===== src/rtl/ramdp_bist_if.sv =====
// RAM port bundle between the BIST engine and one read/write port of ramdp.
interface ramdp_bist_if #(
    parameter int unsigned DW = 16,
    parameter int unsigned AW = 10
);
    logic          mem_en;
    logic          mem_we;
    logic [AW-1:0] mem_addr;
    logic [DW-1:0] mem_din;
    logic [DW-1:0] mem_dout;

    modport master (output mem_en, mem_we, mem_addr, mem_din, input mem_dout);
    modport slave  (input mem_en, mem_we, mem_addr, mem_din, output mem_dout);
endinterface


===== src/rtl/ramdp_bist.sv =====
// March C- self-test engine for one ramdp port; a passing run leaves every word at zero.
module ramdp_bist #(
    parameter int unsigned DW = 16,
    parameter int unsigned AW = 10
) (
    input  logic          clk,
    input  logic          nreset,
    input  logic          start,
    output logic          busy,
    output logic          done,
    output logic          fail,
    output logic [AW-1:0] fail_addr,
    output logic [2:0]    fail_elem,
    ramdp_bist_if.master  mem
);
    localparam logic [AW-1:0] ADDR_MAX = {AW{1'b1}};
    localparam logic [DW-1:0] ONES     = {DW{1'b1}};

    typedef enum logic [1:0] {IDLE, RUN, DRAIN, DONE} state_t;

    state_t        state_q, state_d;
    logic [2:0]    elem_q, elem_d;
    logic [AW-1:0] addr_q, addr_d;
    logic          phase_q, phase_d;
    logic          en_q, en_d, we_q, we_d;
    logic [DW-1:0] din_q, din_d;
    logic          busy_d, done_d, fail_d;
    logic [AW-1:0] fail_addr_d;
    logic [2:0]    fail_elem_d;
    logic          rd_v_q, rd_v_d, exp_one_q, exp_one_d;
    logic [AW-1:0] cmp_addr_q, cmp_addr_d;
    logic [2:0]    cmp_elem_q, cmp_elem_d;

    logic          mismatch_c, last_c, two_op_c, down_c, n_phase_c;
    logic [2:0]    n_elem_c;
    logic [AW-1:0] n_addr_c;

    function automatic logic op_we(input logic [2:0] e, input logic p);
        return (e == 3'd0) || ((e != 3'd5) && p);
    endfunction

    assign mem.mem_en   = en_q;
    assign mem.mem_we   = we_q;
    assign mem.mem_addr = addr_q;
    assign mem.mem_din  = din_q;

    // Next-op sequencing, pipelined read compare and FSM.
    always_comb begin
        state_d     = state_q;
        elem_d      = elem_q;
        addr_d      = addr_q;
        phase_d     = phase_q;
        en_d        = 1'b0;
        we_d        = 1'b0;
        din_d       = '0;
        busy_d      = busy_q_w();
        done_d      = 1'b0;
        fail_d      = fail;
        fail_addr_d = fail_addr;
        fail_elem_d = fail_elem;
        rd_v_d      = en_q & ~we_q;
        exp_one_d   = (elem_q == 3'd2) || (elem_q == 3'd4);
        cmp_addr_d  = addr_q;
        cmp_elem_d  = elem_q;

        mismatch_c = rd_v_q && (mem.mem_dout != (exp_one_q ? ONES : '0));

        two_op_c  = (elem_q != 3'd0) && (elem_q != 3'd5);
        down_c    = (elem_q == 3'd3) || (elem_q == 3'd4);
        last_c    = 1'b0;
        n_elem_c  = elem_q;
        n_addr_c  = addr_q;
        n_phase_c = 1'b0;
        if (two_op_c && !phase_q) begin
            n_phase_c = 1'b1;
        end else if (down_c ? (addr_q == '0) : (addr_q == ADDR_MAX)) begin
            // Element boundary: reload the address rather than relying on wrap.
            if (elem_q == 3'd5) begin
                last_c = 1'b1;
            end else begin
                n_elem_c = elem_q + 3'd1;
                n_addr_c = ((n_elem_c == 3'd3) || (n_elem_c == 3'd4)) ? ADDR_MAX : '0;
            end
        end else begin
            n_addr_c = down_c ? (addr_q - AW'(1)) : (addr_q + AW'(1));
        end

        case (state_q)
            IDLE: begin
                if (start) begin
                    state_d     = RUN;
                    busy_d      = 1'b1;
                    fail_d      = 1'b0;
                    fail_addr_d = '0;
                    fail_elem_d = 3'd0;
                    elem_d      = 3'd0;
                    addr_d      = '0;
                    phase_d     = 1'b0;
                    en_d        = 1'b1;
                    we_d        = 1'b1;
                end
            end
            RUN: begin
                if (mismatch_c) begin
                    state_d     = DONE;
                    busy_d      = 1'b0;
                    done_d      = 1'b1;
                    fail_d      = 1'b1;
                    fail_addr_d = cmp_addr_q;
                    fail_elem_d = cmp_elem_q;
                end else if (last_c) begin
                    state_d = DRAIN;
                end else begin
                    elem_d  = n_elem_c;
                    addr_d  = n_addr_c;
                    phase_d = n_phase_c;
                    en_d    = 1'b1;
                    we_d    = op_we(n_elem_c, n_phase_c);
                    if (op_we(n_elem_c, n_phase_c) && ((n_elem_c == 3'd1) || (n_elem_c == 3'd3)))
                        din_d = ONES;
                end
            end
            DRAIN: begin
                state_d = DONE;
                busy_d  = 1'b0;
                done_d  = 1'b1;
                if (mismatch_c) begin
                    fail_d      = 1'b1;
                    fail_addr_d = cmp_addr_q;
                    fail_elem_d = cmp_elem_q;
                end
            end
            default: begin
                state_d = IDLE;
                busy_d  = 1'b0;
            end
        endcase
    end

    function automatic logic busy_q_w();
        return busy;
    endfunction

    always_ff @(posedge clk or negedge nreset) begin
        if (!nreset) begin
            state_q    <= IDLE;
            elem_q     <= 3'd0;
            addr_q     <= '0;
            phase_q    <= 1'b0;
            en_q       <= 1'b0;
            we_q       <= 1'b0;
            din_q      <= '0;
            busy       <= 1'b0;
            done       <= 1'b0;
            fail       <= 1'b0;
            fail_addr  <= '0;
            fail_elem  <= 3'd0;
            rd_v_q     <= 1'b0;
            exp_one_q  <= 1'b0;
            cmp_addr_q <= '0;
            cmp_elem_q <= 3'd0;
        end else begin
            state_q    <= state_d;
            elem_q     <= elem_d;
            addr_q     <= addr_d;
            phase_q    <= phase_d;
            en_q       <= en_d;
            we_q       <= we_d;
            din_q      <= din_d;
            busy       <= busy_d;
            done       <= done_d;
            fail       <= fail_d;
            fail_addr  <= fail_addr_d;
            fail_elem  <= fail_elem_d;
            rd_v_q     <= rd_v_d;
            exp_one_q  <= exp_one_d;
            cmp_addr_q <= cmp_addr_d;
            cmp_elem_q <= cmp_elem_d;
        end
    end
endmodule


===== src/flat_wrapper.sv =====
// flat-port wrapper written by rule: the top's interface ports become plain ports
module ramdp_bist_flat 
#(
    parameter int unsigned DW = 16,
    parameter int unsigned AW = 10
)
  (clk, nreset, start, busy, done, fail, fail_addr, fail_elem, mem_mem_en, mem_mem_we, mem_mem_addr, mem_mem_din, mem_mem_dout);
  ramdp_bist_if #(.DW(DW), .AW(AW)) mem_i ();
  input  logic clk;
  input  logic nreset;
  input  logic start;
  output logic busy;
  output logic done;
  output logic fail;
  output logic [AW-1:0] fail_addr;
  output logic [2:0] fail_elem;
  output wire logic [$bits(mem_i.mem_en)-1:0] mem_mem_en;
  output wire logic [$bits(mem_i.mem_we)-1:0] mem_mem_we;
  output wire logic [$bits(mem_i.mem_addr)-1:0] mem_mem_addr;
  output wire logic [$bits(mem_i.mem_din)-1:0] mem_mem_din;
  input wire logic [$bits(mem_i.mem_dout)-1:0] mem_mem_dout;
  assign mem_mem_en = mem_i.mem_en;
  assign mem_mem_we = mem_i.mem_we;
  assign mem_mem_addr = mem_i.mem_addr;
  assign mem_mem_din = mem_i.mem_din;
  assign mem_i.mem_dout = mem_mem_dout;
  ramdp_bist #(.DW(DW), .AW(AW)) u_core (.clk(clk), .nreset(nreset), .start(start), .busy(busy), .done(done), .fail(fail), .fail_addr(fail_addr), .fail_elem(fail_elem), .mem(mem_i));
endmodule

===== config.mk =====
export PLATFORM = sky130hd
export DESIGN_NAME = ramdp_bist_flat
export DESIGN_NICKNAME = d
export VERILOG_FILES = /design/src/rtl/ramdp_bist_if.sv /design/src/rtl/ramdp_bist.sv /design/src/flat_wrapper.sv
export SDC_FILE = /design/constraint.sdc
export NUM_CORES = 1
export LEC_CHECK = 0
export BUFFER_PORTS_ARGS = -buffer_cell sky130_fd_sc_hd__buf_4
export CAP_MARGIN = 40
export CORE_ASPECT_RATIO = 0.75
export CORE_MARGIN = 4
export CORE_UTILIZATION = 51
export CTS_BUF_LIST = sky130_fd_sc_hd__clkbuf_2 sky130_fd_sc_hd__clkbuf_4 sky130_fd_sc_hd__clkbuf_8
export CTS_CLUSTER_DIAMETER = 150
export DETAILED_ROUTE_END_ITERATION = 7
export PLACE_DENSITY = 0.87
export SYNTH_ARGS = -nofsm -noshare
export SYNTH_HDL_FRONTEND = slang
export SYNTH_SLANG_ARGS = --single-unit

===== constraint.sdc =====
create_clock -name clk -period 2.3 [get_ports clk]
set_input_delay 0.115 -clock clk [delete_from_list [all_inputs] [get_ports clk]]
set_output_delay 0.115 -clock clk [all_outputs]
set_load 0.03 [all_outputs]

=== After elaboration in Yosys (flattened, before gate mapping) ===
Cells that the tools add are included.

* $add $sub $neg: 3
* Equality and inequality tests: 22
* Multiplexer cells: 52
* Bitwise operators: 2
* Reduce and logical (&&, ||, !) cells: 23

{| class="wikitable"
|+ Operators with widths
! cell !! number
|-
| 10-bit 2-to-1 mux || 9
|-
| 16-bit 2-to-1 mux || 5
|-
| 10-bit one-hot mux with 2 select lines || 2
|-
| 3-bit 2-to-1 mux || 7
|-
| 1-bit 2-to-1 mux || 17
|-
| 16-bit != test || 1
|-
| 3-bit by 2-bit equality test with 1-bit output, second input constant || 4
|-
| 1-bit one-hot mux with 2 select lines || 6
|-
| 3-bit one-hot mux with 2 select lines || 2
|-
| 10-bit by 1-bit adder with 10-bit output, second input constant || 1
|-
| 10-bit equality test, second input constant || 1
|-
| 10-bit logical NOT || 1
|-
| 10-bit by 1-bit subtractor with 10-bit output, second input constant || 1
|-
| 3-bit equality test, second input constant || 3
|-
| 3-bit != test, second input constant || 3
|-
| 2-bit != test, second input constant || 4
|-
| 2-bit 2-to-1 mux || 3
|-
| 2-bit one-hot mux with 3 select lines || 1
|-
| 6-bit AND reduction || 1
|-
| 1-bit logical AND || 5
|-
| 1-bit logical OR || 5
|-
| 2-bit by 1-bit != test with 1-bit output, second input constant || 2
|-
| 2-bit AND reduction || 2
|-
| 4-bit AND reduction || 1
|-
| 14 further kinds || 15
|}

* Register bits after elaboration: 65
* Input port bits: 19
* Word-level logic and storage cells: 118

=== Longest topological paths before layout ===
* Depth in word-level cells: 13
* Gate-level depth with buffers: 12

=== Worst setup path before layout ===
Ideal clock, no wire load.

* Kind: register -> register
* Start: reg u_core.elem_q[0] (netlist: u_core.cmp_elem_d[0])
* End: reg u_core.addr_q[9] (netlist: u_core.mem.mem_addr[9])
* Setup time: 0.094 ns
* Arrival time: 2.498 ns
* Required time: 2.206 ns
* Setup slack: -0.292 ns
* Cell stages (with the launch flop): 12
* Clock period less this slack: 2.592 ns
* Cell sequence: dfrtp_1 > inv_1 > ha_1 > mux2_2 > ha_1 > a21oi_1 > o2111ai_1 > a31o_2 > a21oi_1 > xnor2_1 > nor3_1 > a211oi_1

* Cells in the longest elaborated chain, start to end: 10
* Elaborated cells on any way between the ends: 28

{| class="wikitable"
|+ RTL lines
! element !! line !! source
|-
| start: declaration || ramdp_bist.sv:22 || <nowiki>logic [2:0] elem_q, elem_d;</nowiki>
|-
| start signal: assignment || ramdp_bist.sv:164 || <nowiki>elem_q <= elem_d;</nowiki>
|-
| 3-bit by 1-bit adder with 3-bit output || ramdp_bist.sv:81 || <nowiki>n_elem_c = elem_q + 3'd1;</nowiki>
|-
| 3-bit by 2-bit equality test with 1-bit output / 3-bit equality test (equally long branches) || ramdp_bist.sv:82 || <nowiki>n_addr_c = ((n_elem_c == 3'd3) || (n_elem_c == 3'd4)) ? ADDR_MAX : '0;</nowiki>
|-
| 1-bit logical OR || ramdp_bist.sv:82 ||
|-
| 10-bit 2-to-1 mux || ramdp_bist.sv:82 ||
|-
| 10-bit 2-to-1 mux || ramdp_bist.sv:78 || <nowiki>if (elem_q == 3'd5) begin</nowiki>
|-
| 10-bit 2-to-1 mux || ramdp_bist.sv:76 || <nowiki>end else if (down_c ? (addr_q == '0) : (addr_q == ADDR_MAX)) begin</nowiki>
|-
| 10-bit 2-to-1 mux || ramdp_bist.sv:74 || <nowiki>if (two_op_c && !phase_q) begin</nowiki>
|-
| 10-bit 2-to-1 mux || ramdp_bist.sv:111 || <nowiki>end else if (last_c) begin</nowiki>
|-
| 10-bit 2-to-1 mux || ramdp_bist.sv:104 || <nowiki>if (mismatch_c) begin</nowiki>
|-
| 10-bit one-hot mux with 2 select lines || ramdp_bist.sv:88 || <nowiki>case (state_q)</nowiki>
|-
| end signal: assignment || ramdp_bist.sv:165 || <nowiki>addr_q <= addr_d;</nowiki>
|-
| end: declaration || ramdp_bist.sv:23 || <nowiki>logic [AW-1:0] addr_q, addr_d;</nowiki>
|}

Several ways; a longest one is shown, not always the timed one. The select of a mux whose other input is x is not followed.
A chain may end at the register's enable or synchronous reset.

=== Worst setup path after layout ===
* Start: reg u_core.elem_q[1] (netlist: u_core.cmp_elem_d[1])
* End: reg u_core.addr_q[9] (netlist: u_core.mem.mem_addr[9])

Same word-level chain as after synthesis.

==> key figures <==
Detailed routing
  – DR vias: between 2000 and 3000
  – Uppermost layer routed: met4
  – DRT met1 WL: 3.51 mm
  – Met2 WL: 3.67 mm
  – WL final: between 8 and 9 mm
  – Drt wl/cell: about 17 um
  – DRC Markers: 0
  – Initial DRC count: between 200 and 300
  – Final ANT Viol Nets: 0
  – Met3 wire length: approximately 700 um
  – Routed vias/inst: about 5.8
  – DR pass1 iterations: 5

Timing
  – Final min period: 2.52 ns
  – Fin. Hold Viols: 0
  – Final Cycle Share: 110%
  – Slew Limit Fails: 0
  – Setup TNS: -1.32 ns
  – Worst-Margin Slew: 0.642 ns
  – Layout Skew: 0.0113 ns
  – Final setup viols: 10
  – Slew HR: a little under three fifths
  – Max Fclk: just under 400 MHz
  – RSZ-0062 raised after global routing: true
  – Final WS setup: -0.219 ns

Cells and area
  – Layout cells sized above 1: a little over two fifths
  – Fin area: 4010 um^2
  – Layout Cells excl Fill: 471
  – P&R area growth vs syn: 42.8%
  – N_diodes: 0
  – Fillers: 348
  – Final #Nets: 433

Worst setup path
  – WP data required: about 2.5 ns
  – WP data arrival: around 2.7 ns
  – Critical setup path kind: flip-flop to flip-flop
  – Max stage delay on crit path: approximately 0.44 ns
  – Buf+Inv Stages, Crit Path: 1
  – Crit-path max FO: 5
  – Delay-heaviest family, CP: compound AO/OA/AOI/OAI gates
  – Critical Path Sink Type: flip-flop
  – CP max-delay cell: dfrtp_2
  – Crit-path cells: ha_2 > mux2_4 > buf_6 > ha_4 > nor3_4 > o2111ai_2 > a31o_2 > a21oi_2 > xnor2_2 > nor3_1 > a211oi_1
  – Startpoint Class: flip-flop

Synth
  – Syn nets: between 300 and 400
  – Synth cell count leaders: 50 x dfrtp_1, 47 x nand2_1, 23 x o21ai_0
  – Seq/Total Area, Yosys: 44.6%
  – Post-synth EDFFs: 0
  – Post-Syn Instances: 298
  – Yosys reg bits: 50
  – Adder-cell share of the synthesized area: under 10%
  – Asr flop ratio synth: between 90% and 100%
  – Main combinational cell family by area after synthesis: compound AO/OA/AOI/OAI gates
  – Xor-xnor portion of the synthesized cell area: about 2.2%
  – Most common cell in the netlist: dfrtp_1
  – Avg Inst Size Synth: around 9.4 um^2
  – Post-Synth Simple-Gate Area: 16.8%
  – Synthesized area: around 2800 um^2
  – Largest area contributor in the netlist: dfrtp_1
  – Synth top area share: 44.6%
  – Synth warnings: 0
  – Synth area leaders: dfrtp_1 45%, ha_1 8.0%, nand2_1 6.3%, o21ai_0 4.1%, buf_4 4.0%
  – Top FF cell, synth: dfrtp_1
  – Mux share of post-synthesis cell area: between 1.5 and 2%
  – Synth Area in Compound Gates: between 10% and 20%
  – Synth cell types: 44

Clock tree
  – Root Driver: clkbuf_8
  – Clock sink count: 50
  – CTS Buf Count: 5
  – Clock Tree Buf Depth: 2
  – Worst skew pair latency: about 0.31 ns
  – Maximum level of the CTS H-tree: 2
  – CTS clk-pin slew, worst paths: around 0.1 ns
  – CTS tree: yes

Power and ir drop
  – Power Dens Cells: between 1000 and 1500 nW/um^2
  – LEAKAGE: 1.90 nW
  – Peak VDD IR: ~690 uV

Floorplan
  – Core box area: between 5000 and 6000 um^2
  – Initial core utilization: a little over half
  – Site Rows: 23
  – Die width: 93.7 um
  – Die ar.: between 6000 and 7000 um^2
  – Die Height: 72.3 um
  – # IOs: between 60 and 70

Placement
  – Post-DP HPWL: just under 6 mm
  – Pre-CTS worst setup slack: -0.211 ns
  – Placed Area: 3680 um^2
  – Placed cell count: ~450
  – Buffers added on ports: 62
  – Routability cong.: just over 0.9

Job
  – MaxCap Viol Count: 0

Global routing
  – Vias in the first global route: roughly 2500
  – Grt ovf: 0
  – First-pass GRT wire length: 12.8 mm
  – Gr usage total: about a quarter
  – Largest net degree at the start of global routing: 51
  – Initial antenna violation count: 0

Outcome
  – Run status: finished with violations
  – Failing checks: setup timing

Worst hold path
  – Hold Path Class: input pin to flip-flop
flip-flops by register name, indices dropped and copies added, names as in the netlist:
register and flops:
u_core.fail_addr 10, u_core.done 1, u_core.mem.mem_en 1, u_core.cmp_addr_q 10, u_core.rd_v_q 1, u_core.phase_q 1, u_core.fail_elem 3, u_core.mem.mem_we 1
u_core.mem.mem_din 1, u_core.busy 1, u_core.cmp_elem_d 3, u_core.exp_one_q 1, u_core.cmp_elem_q 3, u_core.mem.mem_addr 10, u_core.state_q 2, u_core.fail 1
repair_timing:
item | in CTS | in global routing
pin swaps | 10 | 6
hold buffers | 1 | 0
gates resized for setup | 10 | 18
endpoints found under the hold margin | 50 | 0
setup endpoints to repair | 28 | 31
buffers inserted | 5 | 2
cloned | 3 | 0
cell type report:
cell class / instances / area [um^2] / share of cell area (%)
Clock buffer: 5 / 68.8 / 1.72
Clock inverter: 3 / 47.5 / 1.19
Inverter: 11 / 41.3 / 1.03
Multi-Input combinational cell: 212 / 1630 / 40.6
Sequential cell: 50 / 1250 / 31.3
Tap cell: 75 / 93.8 / 2.34
Timing Repair Buffer: 115 / 875 / 21.8
placed cells by master, fill, tap and decap left out, types with 3 or more instances in the layout:
master    count
nor4_2        3
nor4_1        4
a21oi_2       4
o31ai_2       4
nor2_1       14
nand3_1       4
o21ai_0      20
a21oi_1      12
clkbuf_8      5
buf_4       110
nor3_1        3
a21o_1        3
nand2_1      47
xnor2_1       6
nor2b_1       7
o21a_1        4
inv_1         9
ha_4          8
or3_1         5
ha_1          9
a31oi_1       3
dfrtp_1      48
o31ai_1       4
o21ai_1       3
nand4_1       6
cells by family after synthesis:
family / count (synthesis)
buf+inv: 37
compound gates: 78
xor+xnor: 7
mux: 5
fa+ha+maj: 19
simple gates: 102
flops: 50
report_power, final:
group | switching [mW] | internal [mW]
logic | 1.96 | 1.54
registers | 0.224 | 1.17
clock network | 0.325 | 0.332
total | 2.51 | 3.04
through the flow:
| step | utilization (%) | power (mW) | hold slack [ns] |
|---|---|---|---|
| finish | 75.3 | 5.55 | 0.0423 |
| global route | 75.3 | 5.91 | 0.0487 |
| CTS | 73.7 | 5.38 | 0.0413 |
| detailed placement | 69.1 | 4.51 | 0.178 |
| global placement | 69.1 | 4.37 | 0.170 |
| floorplan | - | 3.34 | -0.181 |
worst paths after layout:
check / slack [ns] / endpoint / cells past startpoint / start
setup / recovery: -0.22 / u_core.mem.mem_addr[9]$_DFFE_PN0P_ / 11 / u_core.cmp_elem_d[1]$_DFFE_PN0P_
hold / removal: 0.04 / u_core.cmp_elem_d[2]$_DFFE_PN0P_ / 2 / start
setup reg to reg: -0.22 / u_core.mem.mem_addr[9]$_DFFE_PN0P_ / 11 / u_core.cmp_elem_d[1]$_DFFE_PN0P_
hold reg to reg: 0.43 / u_core.rd_v_q$_DFF_PN0_ / 1 / u_core.mem.mem_we$_DFF_PN0_
max in group asynchronous: 1.49 / u_core.cmp_elem_d[1]$_DFFE_PN0P_ / 2 / nreset
min in group asynchronous: 0.35 / u_core.mem.mem_din[14]$_DFF_PN0_ / 2 / nreset
layer usage:
layer | global-route usage (%) | vias up
met1 | 35.7 | 1312
met4 | 5.45 | 0
met3 | 4.35 | 15
li1 | - | 1249
met2 | 37.6 | 145
met5 | 0 | -
No activity file was read; power rests on OpenSTA's default activity.
